<file path="src/rtl/pipe_pkg.sv">
// rtl/pipe_pkg.sv - shared forwarding selects, EX-stage image types and helpers for id_ex_pipe
package pipe_pkg;

  localparam logic [1:0]  FWD_RF    = 2'b00;
  localparam logic [1:0]  FWD_MEM   = 2'b01;
  localparam logic [1:0]  FWD_WB    = 2'b10;
  localparam logic [31:0] NOP_ORDER = 32'h0;

  typedef struct packed {
    logic       shift;
    logic       lui;
    logic       bne;
    logic       beq;
    logic       blez;
    logic       bgtz;
    logic       bz;
    logic       jmp;
    logic       jr;
    logic [3:0] alu_op;
    logic       mem_read;
    logic       mem_write;
    logic       reg_write;
  } ex_ctrl_t;

  typedef struct packed {
    logic        valid;
    logic [31:0] order;
    logic [31:0] pc_plus_4;
    logic [31:0] rd1;
    logic [31:0] rd2;
    logic [31:0] imm;
    logic [4:0]  rs;
    logic [4:0]  rt;
    logic [4:0]  dst;
    logic        use_rs;
    logic        use_rt;
    ex_ctrl_t    ctrl;
    logic [1:0]  sel_a;
    logic [1:0]  sel_b;
  } ex_stage_t;

  // Bubble: sll nop with no side effects; every other field is zero.
  function automatic ex_stage_t bubble_image();
    ex_stage_t b;
    b       = '0;
    b.order = NOP_ORDER;
    return b;
  endfunction

  // The instruction now in EX reaches MEM next cycle, so it is the newer value.
  function automatic logic [1:0] fwd_select(input logic [4:0] src, input logic src_live,
                                            input logic ex_hit_en, input logic [4:0] ex_dst,
                                            input logic mem_hit_en, input logic [4:0] mem_dst);
    logic [1:0] sel;
    sel = FWD_RF;
    if (src_live) begin
      if (ex_hit_en && (src == ex_dst))
        sel = FWD_MEM;
      else if (mem_hit_en && (src == mem_dst))
        sel = FWD_WB;
    end
    return sel;
  endfunction

endpackage

</file>
<file path="src/rtl/id_ex_pipe_if.sv">
// rtl/id_ex_pipe_if.sv - decode-side instruction bundle and registered EX-side copy
interface id_ex_pipe_if;

  logic        id_valid;
  logic [31:0] id_order;
  logic [31:0] id_pc_plus_4;
  logic [31:0] id_rd1;
  logic [31:0] id_rd2;
  logic [31:0] id_imm;
  logic [4:0]  id_rs;
  logic [4:0]  id_rt;
  logic [4:0]  id_dst;
  logic        id_use_rs;
  logic        id_use_rt;
  logic        id_shift;
  logic        id_lui;
  logic        id_bne;
  logic        id_beq;
  logic        id_blez;
  logic        id_bgtz;
  logic        id_bz;
  logic        id_jmp;
  logic        id_jr;
  logic [3:0]  id_alu_op;
  logic        id_mem_read;
  logic        id_mem_write;
  logic        id_reg_write;

  logic        ex_valid;
  logic [31:0] ex_order;
  logic [31:0] ex_pc_plus_4;
  logic [31:0] ex_rd1;
  logic [31:0] ex_rd2;
  logic [31:0] ex_imm;
  logic [4:0]  ex_rs;
  logic [4:0]  ex_rt;
  logic [4:0]  ex_dst;
  logic        ex_use_rs;
  logic        ex_use_rt;
  logic        ex_shift;
  logic        ex_lui;
  logic        ex_bne;
  logic        ex_beq;
  logic        ex_blez;
  logic        ex_bgtz;
  logic        ex_bz;
  logic        ex_jmp;
  logic        ex_jr;
  logic [3:0]  ex_alu_op;
  logic        ex_mem_read;
  logic        ex_mem_write;
  logic        ex_reg_write;
  logic [1:0]  ex_sel_a;
  logic [1:0]  ex_sel_b;

  modport master (
    output id_valid, id_order, id_pc_plus_4, id_rd1, id_rd2, id_imm, id_rs, id_rt, id_dst,
           id_use_rs, id_use_rt, id_shift, id_lui, id_bne, id_beq, id_blez, id_bgtz, id_bz,
           id_jmp, id_jr, id_alu_op, id_mem_read, id_mem_write, id_reg_write,
    input  ex_valid, ex_order, ex_pc_plus_4, ex_rd1, ex_rd2, ex_imm, ex_rs, ex_rt, ex_dst,
           ex_use_rs, ex_use_rt, ex_shift, ex_lui, ex_bne, ex_beq, ex_blez, ex_bgtz, ex_bz,
           ex_jmp, ex_jr, ex_alu_op, ex_mem_read, ex_mem_write, ex_reg_write, ex_sel_a, ex_sel_b
  );

  modport slave (
    input  id_valid, id_order, id_pc_plus_4, id_rd1, id_rd2, id_imm, id_rs, id_rt, id_dst,
           id_use_rs, id_use_rt, id_shift, id_lui, id_bne, id_beq, id_blez, id_bgtz, id_bz,
           id_jmp, id_jr, id_alu_op, id_mem_read, id_mem_write, id_reg_write,
    output ex_valid, ex_order, ex_pc_plus_4, ex_rd1, ex_rd2, ex_imm, ex_rs, ex_rt, ex_dst,
           ex_use_rs, ex_use_rt, ex_shift, ex_lui, ex_bne, ex_beq, ex_blez, ex_bgtz, ex_bz,
           ex_jmp, ex_jr, ex_alu_op, ex_mem_read, ex_mem_write, ex_reg_write, ex_sel_a, ex_sel_b
  );

endinterface

</file>
<file path="src/rtl/id_ex_pipe_hazard_unit.sv">
// rtl/id_ex_pipe_hazard_unit.sv - module hazard_unit: combinational load-use detect and forwarding-select compare
module hazard_unit
  import pipe_pkg::*;
#(
  parameter int NREG = 32
) (
  input  logic       id_valid,
  input  logic [4:0] id_rs,
  input  logic [4:0] id_rt,
  input  logic       id_use_rs,
  input  logic       id_use_rt,
  input  logic       ex_valid,
  input  logic       ex_mem_read,
  input  logic       ex_reg_write,
  input  logic [4:0] ex_dst,
  input  logic       mem_reg_write,
  input  logic [4:0] mem_dst,
  output logic       load_use,
  output logic [1:0] sel_a,
  output logic [1:0] sel_b
);

  // Register 0 is hard-wired zero and numbers past NREG-1 name no real register.
  localparam logic [4:0] MAX_REG = 5'(NREG - 1);

  logic rs_live;
  logic rt_live;
  logic ex_load_live;

  assign rs_live      = id_use_rs && (id_rs != 5'd0) && (id_rs <= MAX_REG);
  assign rt_live      = id_use_rt && (id_rt != 5'd0) && (id_rt <= MAX_REG);
  assign ex_load_live = ex_valid && ex_mem_read && (ex_dst != 5'd0);

  assign load_use = id_valid && ex_load_live &&
                    ((id_use_rs && (id_rs == ex_dst)) || (id_use_rt && (id_rt == ex_dst)));

  assign sel_a = fwd_select(id_rs, rs_live, ex_valid && ex_reg_write, ex_dst,
                            mem_reg_write, mem_dst);
  assign sel_b = fwd_select(id_rt, rt_live, ex_valid && ex_reg_write, ex_dst,
                            mem_reg_write, mem_dst);

endmodule

</file>
<file path="src/rtl/id_ex_pipe.sv">
// rtl/id_ex_pipe.sv - ID/EX register with load-use stall, flush and forwarding selects
// Optional hazard counters: ID_EX_HAZARD_STATS_EN
module id_ex_pipe
  import pipe_pkg::*;
#(
  parameter int NREG = 32
) (
  input  logic              clk,
  input  logic              rst_n,
  id_ex_pipe_if.slave       pif,
  input  logic              ex_branch,
  input  logic              int_request,
  input  logic              mem_reg_write,
  input  logic [4:0]        mem_dst,
  output logic              stall,
  output logic              id_flush
`ifdef ID_EX_HAZARD_STATS_EN
  ,
  output logic [31:0]       stall_count,
  output logic [31:0]       flush_count
`endif
);

  ex_stage_t  ex_q;
  ex_stage_t  ex_d;
  logic       load_use;
  logic [1:0] sel_a;
  logic [1:0] sel_b;
  logic       load_bubble;

  hazard_unit #(.NREG(NREG)) u_hazard (
    .id_valid      (pif.id_valid),
    .id_rs         (pif.id_rs),
    .id_rt         (pif.id_rt),
    .id_use_rs     (pif.id_use_rs),
    .id_use_rt     (pif.id_use_rt),
    .ex_valid      (ex_q.valid),
    .ex_mem_read   (ex_q.ctrl.mem_read),
    .ex_reg_write  (ex_q.ctrl.reg_write),
    .ex_dst        (ex_q.dst),
    .mem_reg_write (mem_reg_write),
    .mem_dst       (mem_dst),
    .load_use      (load_use),
    .sel_a         (sel_a),
    .sel_b         (sel_b)
  );

  assign id_flush = ex_branch | int_request;
  assign stall    = load_use & ~id_flush;

  // An empty decode slot travels as a bubble so EX never sees stale fields.
  assign load_bubble = id_flush | stall | ~pif.id_valid;

  always_comb begin
    ex_d                = '0;
    ex_d.valid          = pif.id_valid;
    ex_d.order          = pif.id_order;
    ex_d.pc_plus_4      = pif.id_pc_plus_4;
    ex_d.rd1            = pif.id_rd1;
    ex_d.rd2            = pif.id_rd2;
    ex_d.imm            = pif.id_imm;
    ex_d.rs             = pif.id_rs;
    ex_d.rt             = pif.id_rt;
    ex_d.dst            = pif.id_dst;
    ex_d.use_rs         = pif.id_use_rs;
    ex_d.use_rt         = pif.id_use_rt;
    ex_d.ctrl.shift     = pif.id_shift;
    ex_d.ctrl.lui       = pif.id_lui;
    ex_d.ctrl.bne       = pif.id_bne;
    ex_d.ctrl.beq       = pif.id_beq;
    ex_d.ctrl.blez      = pif.id_blez;
    ex_d.ctrl.bgtz      = pif.id_bgtz;
    ex_d.ctrl.bz        = pif.id_bz;
    ex_d.ctrl.jmp       = pif.id_jmp;
    ex_d.ctrl.jr        = pif.id_jr;
    ex_d.ctrl.alu_op    = pif.id_alu_op;
    ex_d.ctrl.mem_read  = pif.id_mem_read;
    ex_d.ctrl.mem_write = pif.id_mem_write;
    ex_d.ctrl.reg_write = pif.id_reg_write;
    ex_d.sel_a          = sel_a;
    ex_d.sel_b          = sel_b;
  end

  always_ff @(posedge clk or negedge rst_n) begin
    if (!rst_n)
      ex_q <= '0;
    else if (load_bubble)
      ex_q <= bubble_image();
    else
      ex_q <= ex_d;
  end

  assign pif.ex_valid     = ex_q.valid;
  assign pif.ex_order     = ex_q.order;
  assign pif.ex_pc_plus_4 = ex_q.pc_plus_4;
  assign pif.ex_rd1       = ex_q.rd1;
  assign pif.ex_rd2       = ex_q.rd2;
  assign pif.ex_imm       = ex_q.imm;
  assign pif.ex_rs        = ex_q.rs;
  assign pif.ex_rt        = ex_q.rt;
  assign pif.ex_dst       = ex_q.dst;
  assign pif.ex_use_rs    = ex_q.use_rs;
  assign pif.ex_use_rt    = ex_q.use_rt;
  assign pif.ex_shift     = ex_q.ctrl.shift;
  assign pif.ex_lui       = ex_q.ctrl.lui;
  assign pif.ex_bne       = ex_q.ctrl.bne;
  assign pif.ex_beq       = ex_q.ctrl.beq;
  assign pif.ex_blez      = ex_q.ctrl.blez;
  assign pif.ex_bgtz      = ex_q.ctrl.bgtz;
  assign pif.ex_bz        = ex_q.ctrl.bz;
  assign pif.ex_jmp       = ex_q.ctrl.jmp;
  assign pif.ex_jr        = ex_q.ctrl.jr;
  assign pif.ex_alu_op    = ex_q.ctrl.alu_op;
  assign pif.ex_mem_read  = ex_q.ctrl.mem_read;
  assign pif.ex_mem_write = ex_q.ctrl.mem_write;
  assign pif.ex_reg_write = ex_q.ctrl.reg_write;
  assign pif.ex_sel_a     = ex_q.sel_a;
  assign pif.ex_sel_b     = ex_q.sel_b;

`ifdef ID_EX_HAZARD_STATS_EN
  always_ff @(posedge clk or negedge rst_n) begin
    if (!rst_n) begin
      stall_count <= '0;
      flush_count <= '0;
    end else begin
      if (stall && (stall_count != 32'hFFFF_FFFF))
        stall_count <= stall_count + 32'd1;
      if (id_flush && (flush_count != 32'hFFFF_FFFF))
        flush_count <= flush_count + 32'd1;
    end
  end
`endif

endmodule

</file>
<file path="src/flat_wrapper.sv">
// flat-port wrapper written by rule: the top's interface ports become plain ports
module id_ex_pipe_flat import pipe_pkg::*;
#(
  parameter int NREG = 32
)
  (clk, rst_n, ex_branch, int_request, mem_reg_write, mem_dst, stall, id_flush, pif_id_valid, pif_id_order, pif_id_pc_plus_4, pif_id_rd1, pif_id_rd2, pif_id_imm, pif_id_rs, pif_id_rt, pif_id_dst, pif_id_use_rs, pif_id_use_rt, pif_id_shift, pif_id_lui, pif_id_bne, pif_id_beq, pif_id_blez, pif_id_bgtz, pif_id_bz, pif_id_jmp, pif_id_jr, pif_id_alu_op, pif_id_mem_read, pif_id_mem_write, pif_id_reg_write, pif_ex_valid, pif_ex_order, pif_ex_pc_plus_4, pif_ex_rd1, pif_ex_rd2, pif_ex_imm, pif_ex_rs, pif_ex_rt, pif_ex_dst, pif_ex_use_rs, pif_ex_use_rt, pif_ex_shift, pif_ex_lui, pif_ex_bne, pif_ex_beq, pif_ex_blez, pif_ex_bgtz, pif_ex_bz, pif_ex_jmp, pif_ex_jr, pif_ex_alu_op, pif_ex_mem_read, pif_ex_mem_write, pif_ex_reg_write, pif_ex_sel_a, pif_ex_sel_b);
  id_ex_pipe_if pif_i ();
  input  logic clk;
  input  logic rst_n;
  input  logic ex_branch;
  input  logic int_request;
  input  logic mem_reg_write;
  input  logic [4:0] mem_dst;
  output logic stall;
  output logic id_flush;
  input wire logic [$bits(pif_i.id_valid)-1:0] pif_id_valid;
  input wire logic [$bits(pif_i.id_order)-1:0] pif_id_order;
  input wire logic [$bits(pif_i.id_pc_plus_4)-1:0] pif_id_pc_plus_4;
  input wire logic [$bits(pif_i.id_rd1)-1:0] pif_id_rd1;
  input wire logic [$bits(pif_i.id_rd2)-1:0] pif_id_rd2;
  input wire logic [$bits(pif_i.id_imm)-1:0] pif_id_imm;
  input wire logic [$bits(pif_i.id_rs)-1:0] pif_id_rs;
  input wire logic [$bits(pif_i.id_rt)-1:0] pif_id_rt;
  input wire logic [$bits(pif_i.id_dst)-1:0] pif_id_dst;
  input wire logic [$bits(pif_i.id_use_rs)-1:0] pif_id_use_rs;
  input wire logic [$bits(pif_i.id_use_rt)-1:0] pif_id_use_rt;
  input wire logic [$bits(pif_i.id_shift)-1:0] pif_id_shift;
  input wire logic [$bits(pif_i.id_lui)-1:0] pif_id_lui;
  input wire logic [$bits(pif_i.id_bne)-1:0] pif_id_bne;
  input wire logic [$bits(pif_i.id_beq)-1:0] pif_id_beq;
  input wire logic [$bits(pif_i.id_blez)-1:0] pif_id_blez;
  input wire logic [$bits(pif_i.id_bgtz)-1:0] pif_id_bgtz;
  input wire logic [$bits(pif_i.id_bz)-1:0] pif_id_bz;
  input wire logic [$bits(pif_i.id_jmp)-1:0] pif_id_jmp;
  input wire logic [$bits(pif_i.id_jr)-1:0] pif_id_jr;
  input wire logic [$bits(pif_i.id_alu_op)-1:0] pif_id_alu_op;
  input wire logic [$bits(pif_i.id_mem_read)-1:0] pif_id_mem_read;
  input wire logic [$bits(pif_i.id_mem_write)-1:0] pif_id_mem_write;
  input wire logic [$bits(pif_i.id_reg_write)-1:0] pif_id_reg_write;
  output wire logic [$bits(pif_i.ex_valid)-1:0] pif_ex_valid;
  output wire logic [$bits(pif_i.ex_order)-1:0] pif_ex_order;
  output wire logic [$bits(pif_i.ex_pc_plus_4)-1:0] pif_ex_pc_plus_4;
  output wire logic [$bits(pif_i.ex_rd1)-1:0] pif_ex_rd1;
  output wire logic [$bits(pif_i.ex_rd2)-1:0] pif_ex_rd2;
  output wire logic [$bits(pif_i.ex_imm)-1:0] pif_ex_imm;
  output wire logic [$bits(pif_i.ex_rs)-1:0] pif_ex_rs;
  output wire logic [$bits(pif_i.ex_rt)-1:0] pif_ex_rt;
  output wire logic [$bits(pif_i.ex_dst)-1:0] pif_ex_dst;
  output wire logic [$bits(pif_i.ex_use_rs)-1:0] pif_ex_use_rs;
  output wire logic [$bits(pif_i.ex_use_rt)-1:0] pif_ex_use_rt;
  output wire logic [$bits(pif_i.ex_shift)-1:0] pif_ex_shift;
  output wire logic [$bits(pif_i.ex_lui)-1:0] pif_ex_lui;
  output wire logic [$bits(pif_i.ex_bne)-1:0] pif_ex_bne;
  output wire logic [$bits(pif_i.ex_beq)-1:0] pif_ex_beq;
  output wire logic [$bits(pif_i.ex_blez)-1:0] pif_ex_blez;
  output wire logic [$bits(pif_i.ex_bgtz)-1:0] pif_ex_bgtz;
  output wire logic [$bits(pif_i.ex_bz)-1:0] pif_ex_bz;
  output wire logic [$bits(pif_i.ex_jmp)-1:0] pif_ex_jmp;
  output wire logic [$bits(pif_i.ex_jr)-1:0] pif_ex_jr;
  output wire logic [$bits(pif_i.ex_alu_op)-1:0] pif_ex_alu_op;
  output wire logic [$bits(pif_i.ex_mem_read)-1:0] pif_ex_mem_read;
  output wire logic [$bits(pif_i.ex_mem_write)-1:0] pif_ex_mem_write;
  output wire logic [$bits(pif_i.ex_reg_write)-1:0] pif_ex_reg_write;
  output wire logic [$bits(pif_i.ex_sel_a)-1:0] pif_ex_sel_a;
  output wire logic [$bits(pif_i.ex_sel_b)-1:0] pif_ex_sel_b;
  assign pif_i.id_valid = pif_id_valid;
  assign pif_i.id_order = pif_id_order;
  assign pif_i.id_pc_plus_4 = pif_id_pc_plus_4;
  assign pif_i.id_rd1 = pif_id_rd1;
  assign pif_i.id_rd2 = pif_id_rd2;
  assign pif_i.id_imm = pif_id_imm;
  assign pif_i.id_rs = pif_id_rs;
  assign pif_i.id_rt = pif_id_rt;
  assign pif_i.id_dst = pif_id_dst;
  assign pif_i.id_use_rs = pif_id_use_rs;
  assign pif_i.id_use_rt = pif_id_use_rt;
  assign pif_i.id_shift = pif_id_shift;
  assign pif_i.id_lui = pif_id_lui;
  assign pif_i.id_bne = pif_id_bne;
  assign pif_i.id_beq = pif_id_beq;
  assign pif_i.id_blez = pif_id_blez;
  assign pif_i.id_bgtz = pif_id_bgtz;
  assign pif_i.id_bz = pif_id_bz;
  assign pif_i.id_jmp = pif_id_jmp;
  assign pif_i.id_jr = pif_id_jr;
  assign pif_i.id_alu_op = pif_id_alu_op;
  assign pif_i.id_mem_read = pif_id_mem_read;
  assign pif_i.id_mem_write = pif_id_mem_write;
  assign pif_i.id_reg_write = pif_id_reg_write;
  assign pif_ex_valid = pif_i.ex_valid;
  assign pif_ex_order = pif_i.ex_order;
  assign pif_ex_pc_plus_4 = pif_i.ex_pc_plus_4;
  assign pif_ex_rd1 = pif_i.ex_rd1;
  assign pif_ex_rd2 = pif_i.ex_rd2;
  assign pif_ex_imm = pif_i.ex_imm;
  assign pif_ex_rs = pif_i.ex_rs;
  assign pif_ex_rt = pif_i.ex_rt;
  assign pif_ex_dst = pif_i.ex_dst;
  assign pif_ex_use_rs = pif_i.ex_use_rs;
  assign pif_ex_use_rt = pif_i.ex_use_rt;
  assign pif_ex_shift = pif_i.ex_shift;
  assign pif_ex_lui = pif_i.ex_lui;
  assign pif_ex_bne = pif_i.ex_bne;
  assign pif_ex_beq = pif_i.ex_beq;
  assign pif_ex_blez = pif_i.ex_blez;
  assign pif_ex_bgtz = pif_i.ex_bgtz;
  assign pif_ex_bz = pif_i.ex_bz;
  assign pif_ex_jmp = pif_i.ex_jmp;
  assign pif_ex_jr = pif_i.ex_jr;
  assign pif_ex_alu_op = pif_i.ex_alu_op;
  assign pif_ex_mem_read = pif_i.ex_mem_read;
  assign pif_ex_mem_write = pif_i.ex_mem_write;
  assign pif_ex_reg_write = pif_i.ex_reg_write;
  assign pif_ex_sel_a = pif_i.ex_sel_a;
  assign pif_ex_sel_b = pif_i.ex_sel_b;
  id_ex_pipe #(.NREG(NREG)) u_core (.clk(clk), .rst_n(rst_n), .pif(pif_i), .ex_branch(ex_branch), .int_request(int_request), .mem_reg_write(mem_reg_write), .mem_dst(mem_dst), .stall(stall), .id_flush(id_flush));
endmodule
</file>
<file path="config.mk">
export PLATFORM = sky130hd
export DESIGN_NAME = id_ex_pipe_flat
export DESIGN_NICKNAME = d
export VERILOG_FILES = /design/src/rtl/pipe_pkg.sv /design/src/rtl/id_ex_pipe_if.sv /design/src/rtl/id_ex_pipe_hazard_unit.sv /design/src/rtl/id_ex_pipe.sv /design/src/flat_wrapper.sv
export SDC_FILE = /design/constraint.sdc
export NUM_CORES = 1
export LEC_CHECK = 0
export ABC_AREA = 1
export CAP_MARGIN = 20
export CORE_AREA = 4 4 153 155
export CTS_CLUSTER_SIZE = 8
export DETAILED_ROUTE_END_ITERATION = 8
export DIE_AREA = 0 0 157 159
export PLACE_DENSITY = 0.81
export SLEW_MARGIN = 20
export SYNTH_ARGS = -nofsm -noshare
export SYNTH_HDL_FRONTEND = slang
export SYNTH_SLANG_ARGS = --single-unit
</file>
<file path="constraint.sdc">
create_clock -name clk -period 1.46 [get_ports clk]
set_input_delay 0.146 -clock clk [delete_from_list [all_inputs] [get_ports clk]]
set_output_delay 0.146 -clock clk [all_outputs]
set_load 0.02 [all_outputs]
</file>
==> summary.md <==
| Metric | Value |
|---|---|
| Status | complete, but fails checks |
| Failing checks | negative setup slack |
| Peak VDD IR | 0.711 mV |
| Clk root buf | clkbuf_16 |
| Max-cap violations | 0 |
| Final nets | 1373 |
| Die width | 157 um |
| Post-Route Utilization | roughly 60% |
| Final setup vio count | around 200 |
| Hold crit path type | in2async |
| Drc violations | 0 |
| Clock skew | between 0.015 and 0.02 ns |
| Worst-Margin Slew | 0.324 ns |
| Vias in the first global route | 6107 |
| Largest net degree at the start of global routing | 54 |
| Required @ worst endpoint | around 1.3 ns |
| Die Y | 159 um |
| Setup TNS | -53.80 ns |
| FF+latch count, synth | 198 |
| Layout cells sized above 1 | between 10% and 20% |
| Worst rel slew slack | 78.4% |
| Final Worst Setup Slack | -0.398 ns |
| Detail Route Antenna Nets | 0 |
| RSZ-0062 raised after global routing | true |
| Setup CP Type | reg2out |
| Mapped cell area | between 6000 and 7000 um2 |
| Worst-Skew Late Latency | 0.42 ns |
| Core Footprint | 21800 um2 |
| PortBufs | 403 |
| Critical Path Start Type | register |
| Placed Instances | between 1000 and 1500 |
| Busiest grt layer | met2 |
| Area grow syn2layout | 90.0% |
| Num CTS Buffers | 17 |
| Post-layout min period | 1.86 ns |
| Synth Area per Inst | 10.0 um2 |
| TritonRoute pass-1 iters | 5 |
| Hold slack | 0.208 ns |
| Cell count after synthesis | 697 |
| CP endpoint kind | output port |
| Crit share post-route | 127% |
| FP Rows | 54 |
| Leak pwr | 10.0 nW |
| Fmax | 538 MHz |
| M1 GR Usage | 19.6% |
| Global Route Usage Sum | 18.0% |
| Crit path arrival time | between 1.5 and 2 ns |
| Routing usage on met2 | between 30% and 40% |
| Initial core utilization | 31.9% |
| Iter 0 DRT Violations | around 290 |
| First-pass GRT wire length | 34300 um |
| Grt ovf | 0 |
| Gpl congestion | 0.858 |
| HPWL Detailed | around 18000 um |
| Syn. warnings | 0 |
| Routed WL | 24300 um |
| Die footprint | 25000 um2 |
| Clock-pin slew on the worst setup and hold paths | 0.08 ns |
| Avg WL per Cell | 16.6 um |
| Worst-path fanout max | 4 |
| H-tree levels | 4 |
| CTS tree | built |
| Post-layout power | 12.3 mW |
| Antenna diodes | 0 |
| Via/cell ratio | 4.08 |
| Library cells used by synthesis | 16 |
| Io pins | ~400 |
| Slew Limit Fails | 0 |
| Final cell count without fillers | 1462 |
| Final Hold Fails | 0 |
| Vias post-DR | 5972 |
| Clk buf depth | 2 |
| Sequential share of the synthesized area | 71.1% |
| Initial antenna violation count | 1 |
| Pwr Density | 931 nW/um2 |
| Syn Nets | about 900 |
| Most frequent cells in the layout | nor2_1, clkdlybuf4s50_1, inv_1 |
| Sink Count | 198 |
| M3 GR Usage | 5.93% |
[Yosys cell counts (all sizes together)]
cell	count	share of area (%)
nand4	5	0.45
a21oi	1	0.072
xor2	3	0.38
or2	1	0.090
nor2	208	11
buf	21	2.0
inv	204	11
o21ai	2	0.14
nand2	39	2.1
nand3	6	0.43
nor3	3	0.22
dfrtp	198	71
xnor2	6	0.75
[per-stage QoR]
stage               setup WS (ns)  cell area, um2
CTS                        -0.331           12500
global placement           -0.601           11700
floorplan                 -0.0212            6980
global route               -0.493           13200
finish                     -0.398           13200
detailed placement         -0.609           11700
[registers in the layout, summed over array words and instances (netlist names), 2 cells and up]
register	count
u_core.pif.ex_pc_plus_4	32
u_core.pif.ex_alu_op	4
u_core.pif.ex_dst	5
u_core.pif.ex_rt	5
u_core.pif.ex_rd2	32
u_core.pif.ex_order	32
u_core.pif.ex_imm	32
u_core.pif.ex_rd1	32
u_core.pif.ex_sel_a	2
u_core.pif.ex_rs	5
u_core.pif.ex_sel_b	2
[power breakdown]
part           switching (mW)  internal, mW  total [mW]
clock                    2.32          2.66        4.98
sequential             0.0402          5.61        5.65
combinational           0.745         0.942        1.69
total                    3.10          9.22        12.3
[critical path, stage by stage, from the launching register on]
cell,delay (ns)
dfrtp_2,0.43
inv_2,0.06
nand2_1,0.06
nand2_1,0.07
nor2_2,0.12
nand4_1,0.12
nand2_1,0.13
nand2_2,0.06
nor2_1,0.08
buf_4,0.15
[cell families (layout without fill, tap and decap cells)]
group                     after synthesis  after routing  synth area share, %
AOI/OAI and AO/OA                       3              3                0.215
xor gates and xnor gates                9              9                 1.13
buffers and inverters                 225            707                 13.0
DFF                                   198            198                 71.1
and+or+nand+nor                       262            265                 14.5
[metal layers]
metal / routed length (um) / up-vias / part of all wire [%]
met1: 8720 / 2833 / 36
met3: 2000 / 32 / 8.2
met5: 13 / - / 0.053
li1: - / 2866 / -
met4: 548 / 2 / 2.3
met2: 13000 / 239 / 54
[area by class of cell]
type,count,area [um2]
timing repair buffer,471,5330
tap,280,350
multi-input combinational,277,1190
fill,1666,8590
clock buffer,18,429
sequential,198,4960
clock inverter,14,200
inverter,204,766
[what timing repair did]
item | CTS | global route
buffers inserted | 6 | 6
hold buffers | 1 | 0
endpoints found under the hold margin | 198 | 0
setup endpoints to repair | 398 | 392
gates resized for setup | 31 | 210
pin swaps | 3 | 6
gates cloned | 4 | 8
[path summary, 6_finish.rpt]
path,slack (ns),from,cells after the start,end
worst max-delay path,-0.40,u_core.pif.ex_dst[2],9,stall
worst min-delay path,0.21,rst_n,2,u_core.pif.ex_imm[0]
worst max register to register,-0.39,u_core.pif.ex_dst[0],11,u_core.pif.ex_rd1[17]
worst min register to register,0.68,u_core.pif.ex_reg_write,4,u_core.pif.ex_sel_a[0]
max in group asynchronous,0.68,rst_n,3,u_core.pif.ex_rd2[18]
min in group clk,0.23,pif_id_jmp,3,u_core.pif.ex_jmp
No activity file was read; power rests on OpenSTA's default activity.
